File: src/rtl/data_memory_lsu.sv
// Load/store data memory for the single-cycle core: combinational loads, synchronous byte/half/word stores.
// Optional memory-mapped output register at 0xFFFF_FF00 when LSU_MMIO_EN is defined.
module data_memory_lsu #(
  parameter int DEPTH_WORDS = 64,
  parameter int IDX_W       = 6
) (
  input  logic        clk,
  input  logic        reset,
  input  logic        MemWrite,
  input  logic        MemRead,
  input  logic [31:0] ALUResult,
  input  logic [31:0] WriteData,
  input  logic [2:0]  funct3,
  output logic [31:0] RD,
  output logic        AccessFault,
  output logic        FaultSticky,
  output logic [31:0] FaultAddr,
  output logic [15:0] StoreCount
`ifdef LSU_MMIO_EN
  ,
  output logic [31:0] MmioOut
`endif
);

  logic [31:0]      mem [DEPTH_WORDS];
  logic [IDX_W-1:0] idx;
  logic [31:0]      word;
  logic [31:0]      rword;
  logic             is_mmio;
  logic             size_ok;
  logic             load_legal;
  logic             store_legal;
  logic             store_ok;
  logic [3:0]       be;
  logic [31:0]      wmerge;
  logic [31:0]      wnew;
  logic [31:0]      ld;

  function automatic logic [31:0] ext8(input logic [7:0] b, input logic sgn);
    logic signed [7:0]  sb;
    logic signed [31:0] sx;
    sb = b;
    sx = 32'(sb);
    return sgn ? sx : {24'd0, b};
  endfunction

  function automatic logic [31:0] ext16(input logic [15:0] h, input logic sgn);
    logic signed [15:0] sh;
    logic signed [31:0] sx;
    sh = h;
    sx = 32'(sh);
    return sgn ? sx : {16'd0, h};
  endfunction

  assign idx  = ALUResult[IDX_W+1:2];
  assign word = mem[idx];

`ifdef LSU_MMIO_EN
  assign is_mmio = (ALUResult[31:2] == 30'h3FFF_FFC0);
  assign rword   = is_mmio ? MmioOut : word;
`else
  logic unused_upper;
  assign unused_upper = ^ALUResult[31:IDX_W+2];
  assign is_mmio      = 1'b0;
  assign rword        = word;
`endif

  always_comb begin
    case (funct3)
      3'b000, 3'b100: size_ok = 1'b1;
      3'b001, 3'b101: size_ok = ~ALUResult[0];
      3'b010:         size_ok = (ALUResult[1:0] == 2'b00);
      default:        size_ok = 1'b0;
    endcase
  end

  // The MMIO register only accepts full-word accesses; unsigned variants are load-only.
  assign load_legal  = size_ok && !(is_mmio && funct3 != 3'b010);
  assign store_legal = load_legal && !funct3[2];
  assign store_ok    = MemWrite && store_legal;
  assign AccessFault = (MemRead && !load_legal) || (MemWrite && !store_legal);

  always_comb begin
    be     = 4'b1111;
    wmerge = WriteData;
    case (funct3[1:0])
      2'b00: begin
        be     = 4'b0001 << ALUResult[1:0];
        wmerge = {4{WriteData[7:0]}};
      end
      2'b01: begin
        be     = ALUResult[1] ? 4'b1100 : 4'b0011;
        wmerge = {2{WriteData[15:0]}};
      end
      default: ;
    endcase
    for (int i = 0; i < 4; i++) begin
      wnew[8*i +: 8] = be[i] ? wmerge[8*i +: 8] : word[8*i +: 8];
    end
  end

  always_comb begin
    ld = 32'd0;
    case (funct3)
      3'b000:  ld = ext8(rword[{ALUResult[1:0], 3'b000} +: 8], 1'b1);
      3'b100:  ld = ext8(rword[{ALUResult[1:0], 3'b000} +: 8], 1'b0);
      3'b001:  ld = ext16(rword[{ALUResult[1], 4'b0000} +: 16], 1'b1);
      3'b101:  ld = ext16(rword[{ALUResult[1], 4'b0000} +: 16], 1'b0);
      3'b010:  ld = rword;
      default: ld = 32'd0;
    endcase
  end

  assign RD = (MemRead && load_legal) ? ld : 32'd0;

  always_ff @(posedge clk or posedge reset) begin
    if (reset) begin
      for (int i = 0; i < DEPTH_WORDS; i++) begin
        mem[i] <= 32'd0;
      end
      FaultSticky <= 1'b0;
      FaultAddr   <= 32'd0;
      StoreCount  <= 16'd0;
`ifdef LSU_MMIO_EN
      MmioOut     <= 32'd0;
`endif
    end else begin
      if (store_ok && !is_mmio) begin
        mem[idx] <= wnew;
      end
`ifdef LSU_MMIO_EN
      if (store_ok && is_mmio) begin
        MmioOut <= WriteData;
      end
`endif
      if (store_ok) begin
        StoreCount <= StoreCount + 16'd1;
      end
      // Only the first fault since reset latches its address.
      if (AccessFault) begin
        FaultSticky <= 1'b1;
        if (!FaultSticky) begin
          FaultAddr <= ALUResult;
        end
      end
    end
  end

endmodule

File: config.mk
export PLATFORM = sky130hd
export DESIGN_NAME = data_memory_lsu
export DESIGN_NICKNAME = d
export VERILOG_FILES = /design/src/rtl/data_memory_lsu.sv
export SDC_FILE = /design/constraint.sdc
export NUM_CORES = 2
export LEC_CHECK = 0
export ABC_AREA = 0
export CORE_MARGIN = 10
export CORE_UTILIZATION = 50
export DETAILED_ROUTE_END_ITERATION = 8
export PLACE_DENSITY = 0.66
export SLEW_MARGIN = 30
export SYNTH_ARGS = -nofsm -noshare
export SYNTH_HDL_FRONTEND = slang
export SYNTH_SLANG_ARGS = --single-unit
File: constraint.sdc
create_clock -name clk -period 82.9 [get_ports clk]
set_input_delay 8.29 -clock clk [delete_from_list [all_inputs] [get_ports clk]]
set_output_delay 8.29 -clock clk [all_outputs]
set_load 0.03 [all_outputs]
Yosys cells after proc, flatten, opt, wreduce, memory -nomap -nowiden
Cells that the tools add are included.
{"block": "word_totals", "out_inout_bits": 82, "latch_bits": 0, "n_memories": 0, "romBits": 0, "regBits": 2097, "ramBits": 0}
{"block": "classes", "magnitude_cmp": 2, "n_eq_ne": 5, "div": 0, "bitwise": 3, "multipliers": 0, "n_addsub": 1, "mux": 16, "n_reduce_logical": 16, "shift": 3}
{"operator": "2048-bit bitwise mux", "count": 1}
{"operator": "32-bit binary-select mux with 6-bit select", "count": 1}
{"operator": "32-bit demux with 6-bit select", "count": 1}
{"operator": "32-bit case mux with 5 select lines", "count": 1}
{"operator": "32-bit two-way mux", "count": 4}
{"operator": "32-bit case mux with 2 select lines", "count": 1}
{"operator": "8-bit two-way mux", "count": 4}
{"operator": "32-bit by 6-bit variable part select with 16-bit output", "count": 1}
{"operator": "32-bit by 6-bit variable part select with 8-bit output", "count": 1}
{"operator": "16-bit by 1-bit adder with 16-bit output, second input constant", "count": 1}
{"operator": "4-bit case mux with 2 select lines", "count": 1}
{"operator": "7-bit >= comparator, second input constant", "count": 1}
{"operator": "7-bit by 1-bit < comparator with 1-bit output, second input constant", "count": 1}
{"operator": "6-bit inverter with 7-bit output", "count": 1}
{"operator": "3-bit equality test, second input constant", "count": 2}
{"operator": "1-bit logical AND", "count": 6}
{"operator": "2-bit zero test", "count": 2}
{"operator": "4-bit two-way mux", "count": 1}
{"operator": "2-bit OR reduction", "count": 2}
{"operator": "1-bit by 2-bit << shifter with 4-bit output, first input constant", "count": 1}
{"operator": "3-bit by 1-bit equality test with 1-bit output, second input constant", "count": 1}
{"operator": "3-bit by 2-bit equality test with 1-bit output, second input constant", "count": 1}
{"operator": "1-bit zero test", "count": 3}
{"operator": "3-bit zero test", "count": 1}
{"operator": "other kinds (5)", "count": 6}

Logic depth before layout (Yosys ltp)
{"block": "depth", "word_depth": 8, "ltp_mapped": 17, "depth_no_buf": 8}

Worst setup path before layout
No wires, ideal clock.
{"block": "synth_path", "path_kind": "input port to output port", "from": "input port ALUResult[2]", "to": "output port RD[21]", "path_slack_ns": 63.273, "path_stages": 17, "path_buffers": 9, "arrival_ns": 11.337, "cell_sequence": "buf_6 > buf_6 > buf_6 > buf_6 > buf_6 > buf_4 > buf_2 > buf_2 > mux2i_1 > o22ai_1 > o21ai_0 > nand2_1 > nor3_2 > nand3_1 > a41oi_2 > clkbuf_1 > o21ai_0"}
{"block": "synth_between", "elab_chain_cells": 7, "elab_cells_between_ends": 8, "classes_between": "2 x shift; 5 x mux; 1 x bitwise"}
{"element": "start, declared", "line": "11", "rtl": "input logic [31:0] ALUResult,"}
{"element": "6-bit inverter with 7-bit output (implied by the code) (*)", "line": "56", "rtl": "assign word = mem[idx];"}
{"element": "32-bit binary-select mux with 6-bit select (*)", "line": "56"}
{"element": "32-bit two-way mux (implied by the code) (*) (2 in a row)", "line": "56"}
{"element": "32-bit by 6-bit variable part select with 16-bit output or 32-bit by 6-bit variable part select with 8-bit output (tied branches)", "line": "107, 105"}
{"element": "32-bit case mux with 5 select lines (*)", "line": "104", "rtl": "case (funct3)"}
{"element": "32-bit two-way mux (*)", "line": "114", "rtl": "assign RD = (MemRead && load_legal) ? ld : 32'd0;"}
{"element": "end, declared", "line": "14", "rtl": "output logic [31:0] RD,"}
Every way passes the cells marked *; elsewhere a longest branch is shown, timed or not. The select of a mux whose other input is x is not followed.

Worst setup path in the final report
{"block": "layout_path", "from": "input port ALUResult[2]", "to": "output port RD[25]"}
The elaborated chain is that of the path after synthesis.

==> out/results.tsv <==
stage	metric	value	unit
critical_path	worst-path fanout max	51	
global_routing	initial antenna violation count	34	
clock_network	Sinks on Clock Net	2097	
status	status	complete, no violations	
global_routing	vias in the first global route	71500	
clock_network	CTS root buf	clkbuf_16	
critical_path	critical path class	in -> out	
clock_network	# hold bufs at CTS	0	
synth	Adder-Cell Fraction of Synth Area	0.0137	%
clock_network	H-tree Lvls	4	
routing	final wirelength	340000	µm
timing	worst-margin pin slew	1.14	ns
worst_hold_path	Tightest Hold Check Type	reg -> reg	
worst_hold_path	Hold Startpoint	mem[187]	
place	pre-CTS setup slack	60.41	ns
place	RePlAce Congestion	0.987	
timing	Final WS setup	59.78	ns
timing	crit path time final	23.12	ns
routing	remaining antenna violation count after routing	0	
die	Die Ht	448	µm
critical_path	Worst Setup End Kind	primary output	
routing	initial DRC count	9252	
synth	proportion of synthesized area in mux cells	7.12	%
run	total of max-cap violations	0	
finish	Multi-input gate area	0.0360	mm²
finish	most common cell after layout, fill and taps aside	dfrtp_1	
critical_path	RR Startpoint	mem[393]	
worst_hold_path	hold path depth	2	
finish	layout cells sized above 1	11.0	%
finish	nets	9051	
timing	Final Hold Vio Count	0	
critical_path	CP Data Required Time	74.61	ns
critical_path	R2R depth	9	
clock_network	total CTS buffers	209	
synth	count of state elements after synthesis	2097	
global_routing	first-pass GRT wire length	498000	µm
place	hpwl dp	204000	µm
worst_hold_path	WHS Endpoint	mem[187]	
synth	Cell Area, Synth	0.0916	mm²
synth	Yosys top cell by area	dfrtp_1	
synth	Yosys cell types	81	
routing	Detailed Routing Iterations Pass 1	8	
timing	Setup TNS Final	0	ns
synth	share of synthesized flip-flops with an asynchronous set or reset	100	%
timing	Slew headroom	23.2	%
synth	Syn. warnings	0	
synth	top cell type's share of synthesized area	57.3	%
global_routing	grt ovf	0	
timing	Final setup violation count	0	
routing	per-cell routed wire length	29.5	µm
timing	fmax	43.2	MHz
pwr	Pleak	45.0	nW
clock_network	post_cts resized	0	
timing	unrepaired setup endpoints after global routing	false	
clock_network	postcts setup bufs	0	
clock_network	TritonCTS clock tree	done	
clock_network	clock buffer depth	3	
routing	drt via density	6.43	
die	core area	0.183	mm²
critical_path	Worst Setup Start Kind	input port	
die	row count	157	
finish	most frequent cells in the layout	dfrtp_1, nand2_1, o21ai_0	
synth	EDFF count, synth	0	
clock_network	Clock transition at path regs	0.06	ns
timing	pins over their slew limit	0	
finish	area delta synth->final	11.6	%
global_routing	largest net degree at the start of global routing	167	
die	I/O Pins	153	
synth	syn_nets	9360	
synth	synthesized area per cell	9.86	µm²
routing	DRC	0	
synth	Synth Area in Compound Gates	19.6	%
routing	total number of vias	74300	
global_routing	gr usage total	33.5	%
synth	fraction of synthesized cell area in xor and xnor cells	0.143	%
finish	sequential standard cell area	0.0525	mm²
timing	Tcrit/Tclk final	27.9	%
synth	top cells by area, synth	dfrtp_1, o21ai_0, nand2_1	
die	Die W	448	µm
critical_path	FF-to-FF End	mem[1609]	
synth	post-synthesis simple-gate area fraction	11.7	%
finish	FILL cells	15800	
place	buffers added on ports	152	
synth	predominant post-synthesis flop cell	dfrtp_1	
pwr	pwr/cell area	22.9	mW/mm²
synth	main combinational cell family by area after synthesis	compound AO/OA/AOI/OAI gates	
timing	Layout Skew	0.0623	ns
clock_network	Clock Latency Late Sink	0.90	ns
pwr	VDD IR max	0.0000188	V
synth	register area share after synthesis	57.3	%
synth	synthesized instance count	9288	
die	die area	0.201	mm²
critical_path	r2r setup slk	78.27	ns
critical_path	worst endpoint data arrival time	14.83	ns
die	Initial Utilization	50.1	%
-- power breakdown --
part           internal [mW]  leakage, nW  switching, mW  total [mW]
logic                 0.0668         12.6          0.172       0.239
registers               1.08         28.9         0.0304        1.11
clock network          0.568         3.55          0.425       0.993
-- flip-flops by register name (all words and copies together) (netlist names) --
register	cells
FaultAddr	32
FaultSticky	1
StoreCount	16
mem	2048
-- per-stage QoR --
| step | area [µm²] | hold WS (ns) | cells | power [mW] | utilization, % |
|---|---|---|---|---|---|
| after floorplan | 91600 | 0.441 | 9288 | 1.26 | - |
| after global placement | 94600 | 0.454 | 11100 | 1.35 | 51.8 |
| after detailed placement | 94900 | 0.463 | 11100 | 1.36 | 51.9 |
| after CTS | 102000 | 0.476 | 11500 | 2.34 | 55.9 |
| after global routing | 102000 | 0.494 | 11500 | 2.41 | 56.0 |
| final | 102000 | 0.474 | 11500 | 2.34 | 56.0 |
-- how the worst max path moves through the flow --
stage | from | end | slack, ns | cells past startpoint
final | ALUResult[2] | RD[25] | 59.78 | 12
after global routing | ALUResult[2] | RD[28] | 59.86 | 12
after CTS | ALUResult[2] | RD[25] | 60.39 | 12
after detailed placement | ALUResult[2] | RD[25] | 60.41 | 12
after global placement | ALUResult[3] | RD[0] | 60.36 | 13
after floorplan | reset | FaultAddr[0] | 15.37 | 1
-- routing by layer --
metal,routed length [µm],track usage [%],up-vias,part of all wire (%)
met2,146000,49.5,4215,43
met4,26600,21.5,38,7.8
met3,38300,9.09,1182,11
li1,-,-,31900,-
met5,269,0,-,0.079
met1,129000,43.5,36900,38
-- cell type report --
class,count,share of cell area [%]
Antenna cell,10,0.0245
Clock buffer,307,6.00
Clock inverter,76,1.05
Inverter,14,0.0673
Multi-Input combinational cell,6280,35.2
Sequential cell,2097,51.3
Tap cell,2385,2.92
Timing Repair Buffer,377,3.40
-- logic make-up after synthesis --
group | count (synthesis)
AOI/OAI and AO/OA | 3090
xor gates and xnor gates | 15
adders and majority gates | 1
buffers and inverters | 911
DFF | 2097
muxes | 511
and+or+nand+nor | 2663
-- critical path, cell delays in order --
cell and delay (ns):
buf_8 0.39, buf_4 0.69, buf_4 0.82, mux4_2 0.61, mux2i_1 0.78, o211ai_1 0.16
nor4bb_1 0.97, buf_4 0.30, a221oi_1 0.13, a41oi_2 0.61, o21ai_0 0.23, clkdlybuf4s50_1 0.66
-- cells in the mapped netlist, types with 20 or more instances --
library cell  number
dfrtp_1         2097
a221o_1           62
a221oi_1         182
o21ai_0         1939
o22ai_1           85
a22oi_1          233
buf_4             21
nand3_1           37
nor2_1           436
nand4_1           21
a22o_1            39
nand2_1         2007
mux2i_1          242
buf_1             32
buf_2            143
a31oi_1           20
mux2_2           170
mux4_2            95
o22a_1            24
clkbuf_1         682
a21oi_1          365
Power figures use the tool's default switching activity.
